File: src/rtl/lp_alu_pipe.sv
// Two-stage pipelined ALU with valid/ready backpressure, full flags and an idle power-down FSM.
// Optional unsigned saturation of add/sub is enabled by defining LP_ALU_PIPE_SAT_EN.
module lp_alu_pipe #(
    parameter int WIDTH       = 8,
    parameter int IDLE_CYCLES = 4
) (
    input  logic             clk,
    input  logic             rst_n,
    input  logic             in_valid,
    output logic             in_ready,
    input  logic [2:0]       op,
    input  logic [WIDTH-1:0] a,
    input  logic [WIDTH-1:0] b,
    output logic             out_valid,
    input  logic             out_ready,
    output logic [WIDTH-1:0] y,
    output logic [3:0]       flags,
    output logic             sleep
);

    localparam int SHW   = $clog2(WIDTH);
    localparam int CNT_W = $clog2(IDLE_CYCLES + 1);

    localparam logic [2:0] OP_ADD = 3'b000;
    localparam logic [2:0] OP_SUB = 3'b001;
    localparam logic [2:0] OP_AND = 3'b010;
    localparam logic [2:0] OP_OR  = 3'b011;
    localparam logic [2:0] OP_XOR = 3'b100;
    localparam logic [2:0] OP_NOT = 3'b101;
    localparam logic [2:0] OP_SHL = 3'b110;
    localparam logic [2:0] OP_SHR = 3'b111;

    typedef enum logic [1:0] {
        ST_RUN   = 2'd0,
        ST_SLEEP = 2'd1,
        ST_WAKE  = 2'd2
    } pwr_state_e;

    pwr_state_e       state_q, state_d;
    logic [CNT_W-1:0] idle_cnt_q, idle_cnt_d;

    logic             valid_a_q;
    logic [2:0]       op_a_q;
    logic [WIDTH-1:0] a_a_q, b_a_q;

    logic             out_valid_q;
    logic [WIDTH-1:0] y_q, y_d;
    logic [3:0]       flags_q, flags_d;

    logic adv, accept, idle, gate_en, load_b;

    // Handshake: a beat moves on in_valid && in_ready, a result leaves on
    // out_valid && out_ready; every stage holds while the output is stalled.
    assign adv      = !out_valid_q || out_ready;
    assign in_ready = adv && (state_q == ST_RUN);
    assign accept   = in_valid && in_ready;
    assign idle     = !accept && !valid_a_q && !out_valid_q;
    assign load_b   = adv && valid_a_q;

    assign out_valid = out_valid_q;
    assign y         = y_q;
    assign flags     = flags_q;
    assign sleep     = (state_q == ST_SLEEP);

    always_comb begin
        state_d    = state_q;
        idle_cnt_d = idle_cnt_q;
        gate_en    = 1'b1;
        case (state_q)
            ST_RUN: begin
                if (idle) begin
                    if (idle_cnt_q == CNT_W'(IDLE_CYCLES)) begin
                        state_d    = ST_SLEEP;
                        idle_cnt_d = '0;
                    end else begin
                        idle_cnt_d = idle_cnt_q + CNT_W'(1);
                    end
                end else begin
                    idle_cnt_d = '0;
                end
            end
            ST_SLEEP: begin
                gate_en = 1'b0;
                if (in_valid) state_d = ST_WAKE;
            end
            ST_WAKE: begin
                state_d    = ST_RUN;
                idle_cnt_d = '0;
            end
            default: begin
                state_d    = ST_RUN;
                idle_cnt_d = '0;
            end
        endcase
    end

    always_ff @(posedge clk or negedge rst_n) begin
        if (!rst_n) begin
            state_q     <= ST_RUN;
            idle_cnt_q  <= '0;
            valid_a_q   <= 1'b0;
            out_valid_q <= 1'b0;
        end else begin
            state_q    <= state_d;
            idle_cnt_q <= idle_cnt_d;
            if (adv) begin
                valid_a_q   <= accept;
                out_valid_q <= valid_a_q;
            end
        end
    end

    // Datapath registers: gate_en stands in for the clock-gate enable, and the
    // operands only load on accept so the compute cone stays quiet otherwise.
    always_ff @(posedge clk or negedge rst_n) begin
        if (!rst_n) begin
            op_a_q  <= '0;
            a_a_q   <= '0;
            b_a_q   <= '0;
            y_q     <= '0;
            flags_q <= '0;
        end else if (gate_en) begin
            if (accept) begin
                op_a_q <= op;
                a_a_q  <= a;
                b_a_q  <= b;
            end
            if (load_b) begin
                y_q     <= y_d;
                flags_q <= flags_d;
            end
        end
    end

    logic [SHW-1:0] amt;
    logic [WIDTH:0] sum, diff, shl, shr;
    logic           res_c, res_v;

    always_comb begin
        amt   = b_a_q[SHW-1:0];
        sum   = {1'b0, a_a_q} + {1'b0, b_a_q};
        diff  = {1'b0, a_a_q} - {1'b0, b_a_q};
        // One extra bit on the exit side catches the last bit shifted out.
        shl   = {1'b0, a_a_q} << amt;
        shr   = {a_a_q, 1'b0} >> amt;
        y_d   = '0;
        res_c = 1'b0;
        res_v = 1'b0;
        case (op_a_q)
            OP_ADD: begin
                y_d   = sum[WIDTH-1:0];
                res_c = sum[WIDTH];
                res_v = (a_a_q[WIDTH-1] == b_a_q[WIDTH-1]) && (sum[WIDTH-1] != a_a_q[WIDTH-1]);
`ifdef LP_ALU_PIPE_SAT_EN
                if (sum[WIDTH]) y_d = '1;
`endif
            end
            OP_SUB: begin
                y_d   = diff[WIDTH-1:0];
                res_c = diff[WIDTH];
                res_v = (a_a_q[WIDTH-1] != b_a_q[WIDTH-1]) && (diff[WIDTH-1] != a_a_q[WIDTH-1]);
`ifdef LP_ALU_PIPE_SAT_EN
                if (diff[WIDTH]) y_d = '0;
`endif
            end
            OP_AND: y_d = a_a_q & b_a_q;
            OP_OR:  y_d = a_a_q | b_a_q;
            OP_XOR: y_d = a_a_q ^ b_a_q;
            OP_NOT: y_d = ~a_a_q;
            OP_SHL: begin
                y_d   = shl[WIDTH-1:0];
                res_c = shl[WIDTH];
            end
            OP_SHR: begin
                y_d   = shr[WIDTH:1];
                res_c = shr[0];
            end
            default: y_d = '0;
        endcase
        flags_d = {res_v, y_d[WIDTH-1], res_c, (y_d == '0)};
    end

endmodule

File: config.mk
export PLATFORM = sky130hd
export DESIGN_NAME = lp_alu_pipe
export DESIGN_NICKNAME = d
export VERILOG_FILES = /design/src/rtl/lp_alu_pipe.sv
export SDC_FILE = /design/constraint.sdc
export NUM_CORES = 1
export LEC_CHECK = 0
export BUFFER_PORTS_ARGS = -buffer_cell sky130_fd_sc_hd__buf_2
export CAP_MARGIN = 40
export CELL_PAD_IN_SITES_DETAIL_PLACEMENT = 0
export CELL_PAD_IN_SITES_GLOBAL_PLACEMENT = 1
export CORE_MARGIN = 2
export CORE_UTILIZATION = 35
export DETAILED_ROUTE_END_ITERATION = 10
export GPL_TIMING_DRIVEN = 0
export PLACE_DENSITY = 0.76
export SLEW_MARGIN = 20
export SYNTH_ARGS = -nofsm -noshare
export SYNTH_HDL_FRONTEND = slang
export SYNTH_SLANG_ARGS = --single-unit
export TNS_END_PERCENT = 100
File: constraint.sdc
create_clock -name clk -period 3.55 [get_ports clk]
set_input_delay 0 -clock clk [delete_from_list [all_inputs] [get_ports clk]]
set_output_delay 0 -clock clk [all_outputs]
set_load 0.02 [all_outputs]
# Yosys cells after proc, flatten, opt, wreduce, memory -nomap -nowiden

Cells that the tools add are included.

Shift-type cells: 2
Reductions and logical operators: 17
Muxes and demuxes: 10
Equal/unequal tests: 16
Add/sub/neg operators: 3
Bitwise logic cells: 5

Operators with widths:

| kind                | count |
|---|---|
| $pmux 8 s8          | 1 |
| $eq 3x3->1 const B  | 5 |
| $add 8x8->9         | 1 |
| $shl 8x3->9         | 1 |
| $shr 9x3->9         | 1 |
| $sub 8x8->9         | 1 |
| $and 8x8->8         | 1 |
| $logic_not 8->1     | 1 |
| $not 8->8           | 1 |
| $or 8x8->8          | 1 |
| $xor 8x8->8         | 1 |
| $logic_and 1x1->1   | 7 |
| $eq 3x2->1 const B  | 2 |
| $mux 2              | 3 |
| $mux 3              | 2 |
| $pmux 3 s2          | 1 |
| $ne 2x2->1 const B  | 2 |
| $pmux 1 s4          | 1 |
| $pmux 2 s2          | 1 |
| $reduce_and 2->1    | 2 |
| $add 3x1->3 const B | 1 |
| $eq 3x1->1 const B  | 1 |
| $logic_not 1->1     | 3 |
| $logic_not 3->1     | 1 |
| 9 further kinds     | 11 |

Output and inout bits: 15
Register bits after elaboration: 38
Logic and storage cells: 62

# Logic depth before layout (Yosys ltp)

Word-level depth: 9
Gate-level depth with buffers: 11
Depth with buffers taken out: 11

# Worst setup path before layout

OpenSTA, ideal clock, no wires.

Path kind: register -> register
Start point: reg b_a_q[1]
End point: reg flags_q[2] (netlist: flags[2])
Data required time: 3485 ps
Buffers on the path: 2
Setup slack: 895 ps
Data arrival time: 2590 ps
Setup time: 65 ps
Cell stages (with the launch flop): 12
Cell sequence: dfrtp_1 > buf_2 > buf_4 > inv_1 > ha_1 > a21o_1 > a211o_1 > o211ai_1 > a21oi_1 > o2bb2ai_1 > a211oi_1 > mux2_2

Longest elaborated chain between the ends: 2
Elaborated cells on any way between the ends: 5

Ends and longest elaborated chain:

| item                                      | RTL line | source |
|---|---|---|
| from (decl)                               | 44       | `logic [WIDTH-1:0] a_a_q, b_a_q;` |
| from (signal assigned)                    | 119      | `b_a_q <= '0;` |
| from (signal assigned)                    | 126      | `b_a_q <= b;` |
| $sub 8x8->9, or another cell as far along | 142      | `diff = {1'b0, a_a_q} - {1'b0, b_a_q};` |
| $pmux 8 s8 (*)                            | 149      | `case (op_a_q)` |
| to (signal assigned)                      | 130      | `flags_q <= flags_d;` |
| to (decl)                                 | 48       | `logic [3:0] flags_q, flags_d;` |

Mark *: on every way between the ends. The rest lies on a longest branch, timed or not.
A chain may end at the register's enable or synchronous reset.

# Final worst setup path

Ends and elaborated chain as after synthesis.

==> qor.yml <==
io_pins: 38
grt_pass1_wl_um: 15000
crit_required_ns: 3.80
path_class: "flop to flop"
ys_ff_latch: 37
p_leak_nw: 1.84
synth_commonest_cells: "dfrtp_1, inv_1, ha_1, nand2_1, mux2_2"
cp_cell_sequence: "buf_2 > buf_4 > inv_1 > ha_1 > o21ba_2 > o211ai_1 > o211ai_1 > a21oi_1 > o2bb2ai_1 > a211oi_1 > mux2_2"
cts_max_level: 2
via_per_inst: 5.64
netlist_instances: 377
hold_viol: 0
cpPeakStageDelay_ns: 0.53
fin_tns_setup_ns: 0
finalWeightedCongestion: 0.919
die-area_sq_mm: 0.0105
wirelength_um: 9460
initial_core_util_pct: 36.4
clk_pin_slew_ns: 0.09
first_global_vias: 2989
start_kind: "flop"
cp_num_buf_inv: 3
placementRows: 35
first_pass_iters: 5
antenna_cells: 0
cts_tree: "done"
synth-edff-count: 0
drcViolationCount: 0
worst_pin_slew_ns: 0.710
post-route-min-period_ns: 3.19
wire_per_inst_um: 16.5
max-vdd-ir-drop_v: 0.000186
clock-sinks: 37
hp-class: "primary input to asynchronous set/reset pin"
fmax_ghz: 0.314
dp_hpwl_um: 7210
cts_resized: 0
crit_family: "compound AO/OA/AOI/OAI gates"
crit_start: "b_a_q[1]"
yosys_warnings: 0
powerDensity_mw_per_mm2: 554
die_h_um: 102
cts_buffers: 5
slew_viol_final: 0
clk-insertion-delay-late_ns: 0.30
synth_cell_types: 62
synthTopCellsByArea: "dfrtp_1, ha_1, mux2_2, mux2i_1, inv_1"
relSlewSlack_pct: 52.7
synth-main-ff-cell: "dfrtp_1"
finalClockSkew_ns: 0.00792
yosysMostFrequentCell: "dfrtp_1"
cap_violations: 0
root_buffer: "clkbuf_8"
antenna_left: 0
cts_setup_buffers: 0
antenna_found_initial: 0
yosysTopAreaCellShare_pct: 27.4
synth_area_sq_mm: 0.00338
seq_area_frac_synth_pct: 27.4
gr-usage-all-layers_pct: 18.5
worstReg2RegStart: "b_a_q[1]"
synth_top_area_cell: "dfrtp_1"
num_vias: 3240
drt_iter0_markers: 285
cp_max_fo: 10
layout-drive-gt1-share_pct: 20.7
setup_viol: 0
pre_cts_slack_ns: 0.396
fin_cells: 574
grt_max_degree: 38
rsz0062_at_grt: "no"
ys_async_sr_fraction_pct: 100
fin_nets: 496
overflow: 0
cp_data_arrival_time_ns: 3.43
crit_path_frequent_cell: "o211ai_1"
place_inst: 543
area_delta_synth_final_pct: 20.7
fin_ws_ns: 0.364
fin_crit_sh_pct: 89.7
cp-end-kind: "flop"
cp_slowest_cell: "dfrtp_1"
finalPower_mw: 2.26
status: "complete, no violations"
cts_max_path_buffers: 2
synth.net_count: 429
avgSynthCellArea_sq_um: 8.96
die_w_um: 102
portBuffers: 37
hold_ws_ns: 0.0571
core_sq_mm: 0.00928
-- final timing paths --
check,endpoint,slack [ns],depth (start not counted)
min in group clk,a_a_q[0],0.46,3
min reg2reg,y[5],0.48,2
max in group asynchronous,out_valid,3.08,3
max,flags[2],0.36,11
max reg2reg,flags[2],0.36,11
min,a_a_q[4],0.06,2
-- power by group --
part / switching (mW) / internal (mW) / leakage (nW)
combinational: 0.747 / 0.516 / 1.33
clock: 0.177 / 0.211 / 0.0585
sequential: 0.0894 / 0.516 / 0.453
total: 1.01 / 1.24 / 1.84
-- metal layers --
| metal | wire [um] | vias to the layer above | global-route usage (%) |
|---|---|---|---|
| li1 | - | 1510 | - |
| met1 | 4200 | 1556 | 25.8 |
| met2 | 4210 | 155 | 29.6 |
| met3 | 827 | 19 | 2.94 |
| met4 | 216 | 0 | 5.85 |
| met5 | 0 | - | 0 |
-- stage by stage --
| stage | util [%] | area (sq um) |
|---|---|---|
| CTS | 43.7 | 4060 |
| global placement | 40.1 | 3720 |
| global route | 43.9 | 4080 |
| floorplan | - | 3380 |
| finish | 43.9 | 4080 |
| detailed placement | 40.1 | 3720 |
-- cell type report --
cell class,count,area (sq um)
well taps,129,161
plain buffers,25,126
fillers,961,5210
repair buffers,60,425
multi-input cells,284,2210
inverters,31,116
flip-flops and latches,37,926
clock buffers,5,68.8
clock inverters,3,43.8
-- registers in the layout, summed over array words and instances, names as in the netlist --
| register | count |
|---|---|
| state_q | 2 |
| y | 7 |
| valid_a_q | 1 |
| b_a_q | 8 |
| flags | 4 |
| idle_cnt_q | 3 |
| a_a_q | 8 |
| out_valid | 1 |
| op_a_q | 3 |
-- cell usage in the layout, fill, tap and decap left out, types with 3 or more instances in the layout --
cell           synthesis  layout
nor2_1                21      21
a221oi_1               5       5
mux2i_1               14      14
xnor2_1                3       3
dlygate4sd3_1          0      22
o2111ai_1              4       4
clkbuf_1              13      13
a32oi_1                3       3
buf_2                  8      45
mux4_2                 4       4
a21oi_1               18      18
nand3b_1               3       3
nor3_1                 7       7
a211oi_1               6       6
a21o_1                 6       6
clkbuf_8               0       5
nand2b_1              12      12
nor3b_1                3       3
o211ai_1               8       8
dfrtp_1               37      37
ha_1                  27      27
o21ai_0               22      22
mux2_2                23      23
nand2_1               27      27
and2_1                 5       5
nand3_1                8       8
o31ai_1                3       3
nor2b_1                4       4
a22oi_1                5       5
inv_1                 30      30
o22ai_1                3       3
-- kinds of logic after synthesis --
logic type / share of synthesized area (%)
buffers and inverters: 7.19
XOR/XNOR: 0.778
multiplexers: 15.3
AND/OR/NAND/NOR: 15.7
flip-flops: 27.4
adder cells (fa/ha/maj): 11.2
AO/OA/AOI/OAI: 22.5
-- repair_timing --
action | 4_1_cts | 5_1_grt
hold buffers | 22 | 0
hold endpoints to repair | 60 | 0
endpoints found under the setup margin | 0 | 0
(Power assumes the default switching activity.)
